### config.mk
export PLATFORM = sky130hd
export DESIGN_NAME = mult_8x8_seq
export DESIGN_NICKNAME = d
export VERILOG_FILES = /design/src/rtl/mult_8x8_seq.sv
export SDC_FILE = /design/constraint.sdc
export NUM_CORES = 1
export LEC_CHECK = 0
export BUFFER_PORTS_ARGS = -buffer_cell sky130_fd_sc_hd__buf_2
export CAP_MARGIN = 20
export CORE_UTILIZATION = 40
export CTS_BUF_LIST = sky130_fd_sc_hd__clkbuf_8 sky130_fd_sc_hd__clkbuf_16
export CTS_CLUSTER_DIAMETER = 60
export DETAILED_ROUTE_END_ITERATION = 16
export MAX_ROUTING_LAYER = met4
export PLACE_DENSITY_LB_ADDON = 0.15
export SLEW_MARGIN = 30
export SYNTH_ARGS = -nofsm -noshare
export SYNTH_HDL_FRONTEND = slang
export SYNTH_SLANG_ARGS = --single-unit
### constraint.sdc
create_clock -name Clk -period 4.8 [get_ports Clk]
set_input_delay 0.96 -clock Clk [delete_from_list [all_inputs] [get_ports Clk]]
set_output_delay 0.96 -clock Clk [all_outputs]
set_load 0.05 [all_outputs]
### src/rtl/mult_8x8_seq.sv
// Sequential 8x8 signed shift-add multiplier: drives an external 9-bit adder
// stage and produces a 16-bit product in A:B after 16 cycles.
module mult_8x8_seq (
    input  logic       Clk,
    input  logic       Reset,
    input  logic       Run,
    input  logic       ClearA_LoadB,
    input  logic [7:0] Din,
    output logic [7:0] add_a,
    output logic [7:0] add_b,
    output logic       add_fn,
    input  logic [8:0] add_s,
    output logic [7:0] Aval,
    output logic [7:0] Bval,
    output logic       X,
    output logic       Busy,
    output logic       Done
);

    typedef enum logic [1:0] {
        S_IDLE,
        S_ADD,
        S_SHIFT,
        S_DONE
    } state_t;

    state_t     state_reg, state_next;
    logic [7:0] a_reg, a_next;
    logic [7:0] b_reg, b_next;
    logic [7:0] m_reg, m_next;
    logic       x_reg, x_next;
    logic [2:0] cnt_reg, cnt_next;

    // X:A:B viewed as one 17-bit word; one-place arithmetic right shift
    // drops B[0] and keeps X as the new top bit of A.
    logic [16:0] xab;
    logic [15:0] ab_shr;

    assign xab = {x_reg, a_reg, b_reg};

    generate
        for (genvar gi = 0; gi < 16; gi++) begin : g_shr
            assign ab_shr[gi] = xab[gi+1];
        end
    endgenerate

    always_ff @(posedge Clk) begin
        if (Reset) begin
            state_reg <= S_IDLE;
            a_reg     <= 8'd0;
            b_reg     <= 8'd0;
            m_reg     <= 8'd0;
            x_reg     <= 1'b0;
            cnt_reg   <= 3'd0;
        end else begin
            state_reg <= state_next;
            a_reg     <= a_next;
            b_reg     <= b_next;
            m_reg     <= m_next;
            x_reg     <= x_next;
            cnt_reg   <= cnt_next;
        end
    end

    always_comb begin
        state_next = state_reg;
        a_next     = a_reg;
        b_next     = b_reg;
        m_next     = m_reg;
        x_next     = x_reg;
        cnt_next   = cnt_reg;

        case (state_reg)
            S_IDLE: begin
                // Run wins over ClearA_LoadB so B keeps its multiplier value.
                if (Run) begin
                    x_next     = 1'b0;
                    a_next     = 8'd0;
                    m_next     = Din;
                    cnt_next   = 3'd0;
                    state_next = S_ADD;
                end else if (ClearA_LoadB) begin
                    x_next = 1'b0;
                    a_next = 8'd0;
                    b_next = Din;
                end
            end
            S_ADD: begin
                if (b_reg[0]) begin
                    {x_next, a_next} = add_s;
                end
                state_next = S_SHIFT;
            end
            S_SHIFT: begin
                a_next = ab_shr[15:8];
                b_next = ab_shr[7:0];
                if (cnt_reg == 3'd7) begin
                    state_next = S_DONE;
                end else begin
                    cnt_next   = cnt_reg + 3'd1;
                    state_next = S_ADD;
                end
            end
            S_DONE: begin
                if (ClearA_LoadB) begin
                    x_next = 1'b0;
                    a_next = 8'd0;
                    b_next = Din;
                end
                if (!Run) begin
                    state_next = S_IDLE;
                end
            end
            default: state_next = S_IDLE;
        endcase
    end

    // The last multiplier bit carries negative weight, hence the subtract.
    assign add_fn = (state_reg == S_ADD) && (cnt_reg == 3'd7);
    assign add_a  = a_reg;
    assign add_b  = m_reg;
    assign Aval   = a_reg;
    assign Bval   = b_reg;
    assign X      = x_reg;
    assign Busy   = (state_reg == S_ADD) || (state_reg == S_SHIFT);
    assign Done   = (state_reg == S_DONE);

endmodule

# Word-level counts from Yosys, hierarchy flattened
# Cells that the tools add are included.
[totals]
wordCells = 45
memories = 0
output_inout_bits = 36
mem_bits_rw = 0
in_bits = 21
register_bits = 30
latchBits = 0
mem_bits_ro = 0
[op_classes]
mul = 0
n_reduce_logical = 11
n_addsub = 1
bitwise_logic = 0
magnitude_cmp = 0
n_shift = 0
mux = 18
eq_ne = 9
div_mod_pow = 0
[ops]
columns = ["op", "count"]
rows = [
  ["$mux W8", 5],
  ["$pmux W8 S4", 1],
  ["$pmux W8 S3", 1],
  ["$ne A2 B2 Y1 const B", 5],
  ["$pmux W2 S4", 1],
  ["$reduce_and A2 Y1", 4],
  ["$mux W2", 3],
  ["$mux W3", 2],
  ["$pmux W3 S2", 1],
  ["$reduce_bool A3 Y1", 2],
  ["$eq A2 B2 Y1 const B", 2],
  ["$add A3 B1 Y3 const B", 1],
  ["$eq A3 B3 Y1 const B", 1],
  ["$mux W1", 3],
  ["$pmux W1 S3", 1],
  ["$reduce_and A3 Y1", 1],
  ["$eq A2 B1 Y1 const B", 1],
  ["$logic_not A2 Y1", 1],
  ["$reduce_bool A2 Y1", 1],
  ["$logic_and A1 B1 Y1", 1],
  ["$logic_or A1 B1 Y1", 1],
]

# Longest topological paths before layout
[depth]
ltp_word = 3
depth_mapped = 7
ltp_nobuf = 5

# Least setup slack after synthesis
# Ideal clock, no wire load.
[synth_timing]
path_type = "reg-to-output"
start = "register state_reg[1]"
end = "output port add_fn"
arrival_time_ps = 1299
path_slack_ps = 2541
stages_incl_launch_ff = 5
required_time_ps = 3840
n_path_buf = 1
path_cell_list = "dfxtp_1 inv_1 ha_1 buf_2 and2_1"
[synth_via]
elab_chain_len = 2
[synth_rtl]
columns = ["element", "line", "rtl"]
rows = [
  ["from (decl)", "27", "state_t state_reg, state_next;"],
  ["from (signal assigned)", "56", "state_reg <= state_next;"],
  ["$eq A2 B1 Y1", "119", "assign add_fn = (state_reg == S_ADD) && (cnt_reg == 3'd7);"],
  ["$logic_and A1 B1 Y1", "119", ""],
  ["to (decl)", "11", "output logic add_fn,"],
]
# No other way between the ends.

# Worst setup path in the final report
# Ends and elaborated chain as after synthesis.

==> impl_metrics.env <==
export IMPL_status="complete, no violations"
export IMPL_place_gp_congestion=0.685
export IMPL_drt_wl_total_microns=4290
export IMPL_max_slew_margin=0.387
export IMPL_endpoint_kind="output pin"
export IMPL_drc=0
export IMPL_cts_hold_buf=0
export IMPL_ys_seq_area_frac=0.327
export IMPL_worstPathArrival_ns=1.74
export IMPL_final_common_cell="buf_2"
export IMPL_syn_area_sq_um=1840
export IMPL_area_growth_pct=17.3
export IMPL_cts_made_buffers=5
export IMPL_num_vias=1679
export IMPL_nNetsFinal=289
export IMPL_r2r_cells=5
export IMPL_hold_violations=0
export IMPL_period_share=0.563
export IMPL_overflow=0
export IMPL_cts_setup_buffers=0
export IMPL_crit_slowest_cell="ha_1"
export IMPL_crit_path_max_fanout=14
export IMPL_hold_class="reg -> reg"
export IMPL_wl_per_cell_microns=13.8
export IMPL_ioPinCount=57
export IMPL_crit_chain="inv_1 > ha_1 > and2_1 > buf_2"
export IMPL_setup_tns_ns=0
export IMPL_max_freq_mhz=370
export IMPL_slew_viol_final=0
export IMPL_maxCapViolCount=0
export IMPL_setup_worst_path_class="reg -> out"
export IMPL_min_path_cells=2
export IMPL_clock_latency_ns=0.28
export IMPL_mappedNetlistNets=248
export IMPL_power_density_nw_per_um2=400
export IMPL_syn_avg_cell_area_sq_um=8.46
export IMPL_grt_max_degree=24
export IMPL_rsz0062_at_grt="false"
export IMPL_std_cell_rows=24
export IMPL_ys_ff_latch=30
export IMPL_grt_pass1_vias=1514
export IMPL_port_buffers=56
export IMPL_ys_types=29
export IMPL_fin_area_sq_um=2150
export IMPL_drtPass1Iterations=4
export IMPL_critPathMaxStageDelay_ns=0.50
export IMPL_leakagePower_nw=0.976
export IMPL_cts_buffer_depth=2
export IMPL_postSynthCellCount=217
export IMPL_ant_nets=0
export IMPL_cts_tree="done"
export IMPL_cts_resized=0
export IMPL_post_dp_cell_area_sq_um=2040
export IMPL_antenna_found_initial=0
export IMPL_clk_pin_slew_ns=0.07
export IMPL_initial_utilization=0.419
export IMPL_fp_dieH_microns=69.8
export IMPL_critical_path_required_ns=3.84
export IMPL_drt_iter0_markers=82
export IMPL_diodes=0
export IMPL_ir_worst_vdd_v=0.000157
export IMPL_num_fill_cells=415
export IMPL_grt_pass1_wl_microns=7070
export IMPL_min_period_ns=2.70
export IMPL_layout_common_cells="56 x buf_2, 30 x dfxtp_1, 29 x a21oi_1"
export IMPL_cp_start_kind="flip-flop"
export IMPL_cts_root_buf="clkbuf_8"
export IMPL_fp_coreArea_sq_um=4380
export IMPL_die_area_sq_um=4870
export IMPL_hpwl_microns=2820
export IMPL_cts_sinks=30
export IMPL_die_x_microns=69.8
export IMPL_htreeDepth=2
export IMPL_gr_usage_all_layers=0.186
export IMPL_ys_warn_count=0
export IMPL_vias_per_cell=5.40
export IMPL_setup_viol=0
export IMPL_clock_skew_ns=0.00345
export IMPL_tightest_slew_ns=0.919
export IMPL_drive_above_1_share=0.259
## routing by layer
layer / GRT usage / vias up / wire length (microns)
met3: 0.0436 / 5 / 195
li1: - / 865 / -
met1: 0.257 / 767 / 2140
met2: 0.255 / 42 / 1910
met4: 0.0822 / 0 / 51
met5: - / - / 0
## kinds of logic (layout without fill, tap and decap cells)
family | after synthesis | after routing | synth area share
flops | 30 | 30 | 0.327
compound gates | 79 | 79 | 0.298
mux | 9 | 9 | 0.0490
fa+ha+maj | 10 | 10 | 0.0681
simple gates | 61 | 61 | 0.168
buf+inv | 28 | 70 | 0.0892
## path summary, 6_finish.rpt
check / from / end / slack [ns]
min: add_b[5]$_SDFFE_PP0P_ / add_b[5]$_SDFFE_PP0P_ / 0.46
max reg2reg: state_reg[0]$_SDFFE_PP0P_ / Bval[5]$_SDFFE_PP0P_ / 2.52
min reg2reg: add_b[5]$_SDFFE_PP0P_ / add_b[5]$_SDFFE_PP0P_ / 0.46
max: state_reg[1]$_SDFFE_PP0P_ / add_fn / 2.10
## Yosys cell counts
library cell / instances / area [sq um]
a211oi_1: 1 / 7.51
or4b_1: 1 / 10.0
and2_0: 1 / 6.26
o21ai_0: 18 / 90.1
a22oi_1: 8 / 60.1
buf_4: 8 / 60.1
o2111a_1: 8 / 90.1
clkbuf_1: 7 / 26.3
nand4b_1: 2 / 17.5
a21o_1: 1 / 7.51
buf_2: 5 / 25.0
nor2_1: 14 / 52.6
nand2_1: 18 / 67.6
nand3_1: 1 / 5.00
o31ai_1: 3 / 22.5
ha_1: 10 / 125
inv_1: 5 / 18.8
o31ai_4: 1 / 21.3
a311o_1: 8 / 80.1
or3_1: 8 / 50.1
dfxtp_1: 30 / 601
a311oi_1: 1 / 8.76
and2_1: 4 / 25.0
nor2b_1: 10 / 62.6
a21oi_1: 29 / 145
nand2b_1: 2 / 12.5
buf_6: 3 / 33.8
o2bb2ai_2: 1 / 15.0
mux2i_1: 9 / 90.1
## where the power goes
| part | total, W | switching, W | internal, W |
|---|---|---|---|
| Combinational | 0.000324 | 0.000232 | 0.0000927 |
| Clock | 0.000242 | 0.0000969 | 0.000145 |
| Sequential | 0.000296 | 0.0000230 | 0.000273 |
| Total | 0.000862 | 0.000352 | 0.000510 |
## cell type report
cell class	instances	area [sq um]	share of cell area
flip-flops and latches	30	601	0.279
clock buffers	8	110	0.0511
multi-input cells	159	1070	0.498
inverters	5	18.8	0.00871
well taps	52	65.1	0.0302
repair buffers	57	288	0.134
## per-stage QoR
stage / power, W / utilization / std cells / hold WS [ns] / setup slack (ns)
2_1_floorplan: 0.000561 / - / 217 / 0.448 / 2.54
3_3_place_gp: 0.000624 / 0.466 / 303 / 0.443 / 2.44
3_5_place_dp: 0.000624 / 0.466 / 303 / 0.443 / 2.40
4_1_cts: 0.000870 / 0.491 / 311 / 0.456 / 2.08
5_1_grt: 0.000912 / 0.491 / 311 / 0.482 / 2.00
6_report: 0.000862 / 0.491 / 311 / 0.456 / 2.10
## critical path: cells and delay by family (launching register included)
family / cells / cell delay, ns
fa+ha+maj: 1 / 0.50
flops: 1 / 0.34
simple gates: 1 / 0.21
buf+inv: 2 / 0.42
Power figures use the tool's default switching activity.
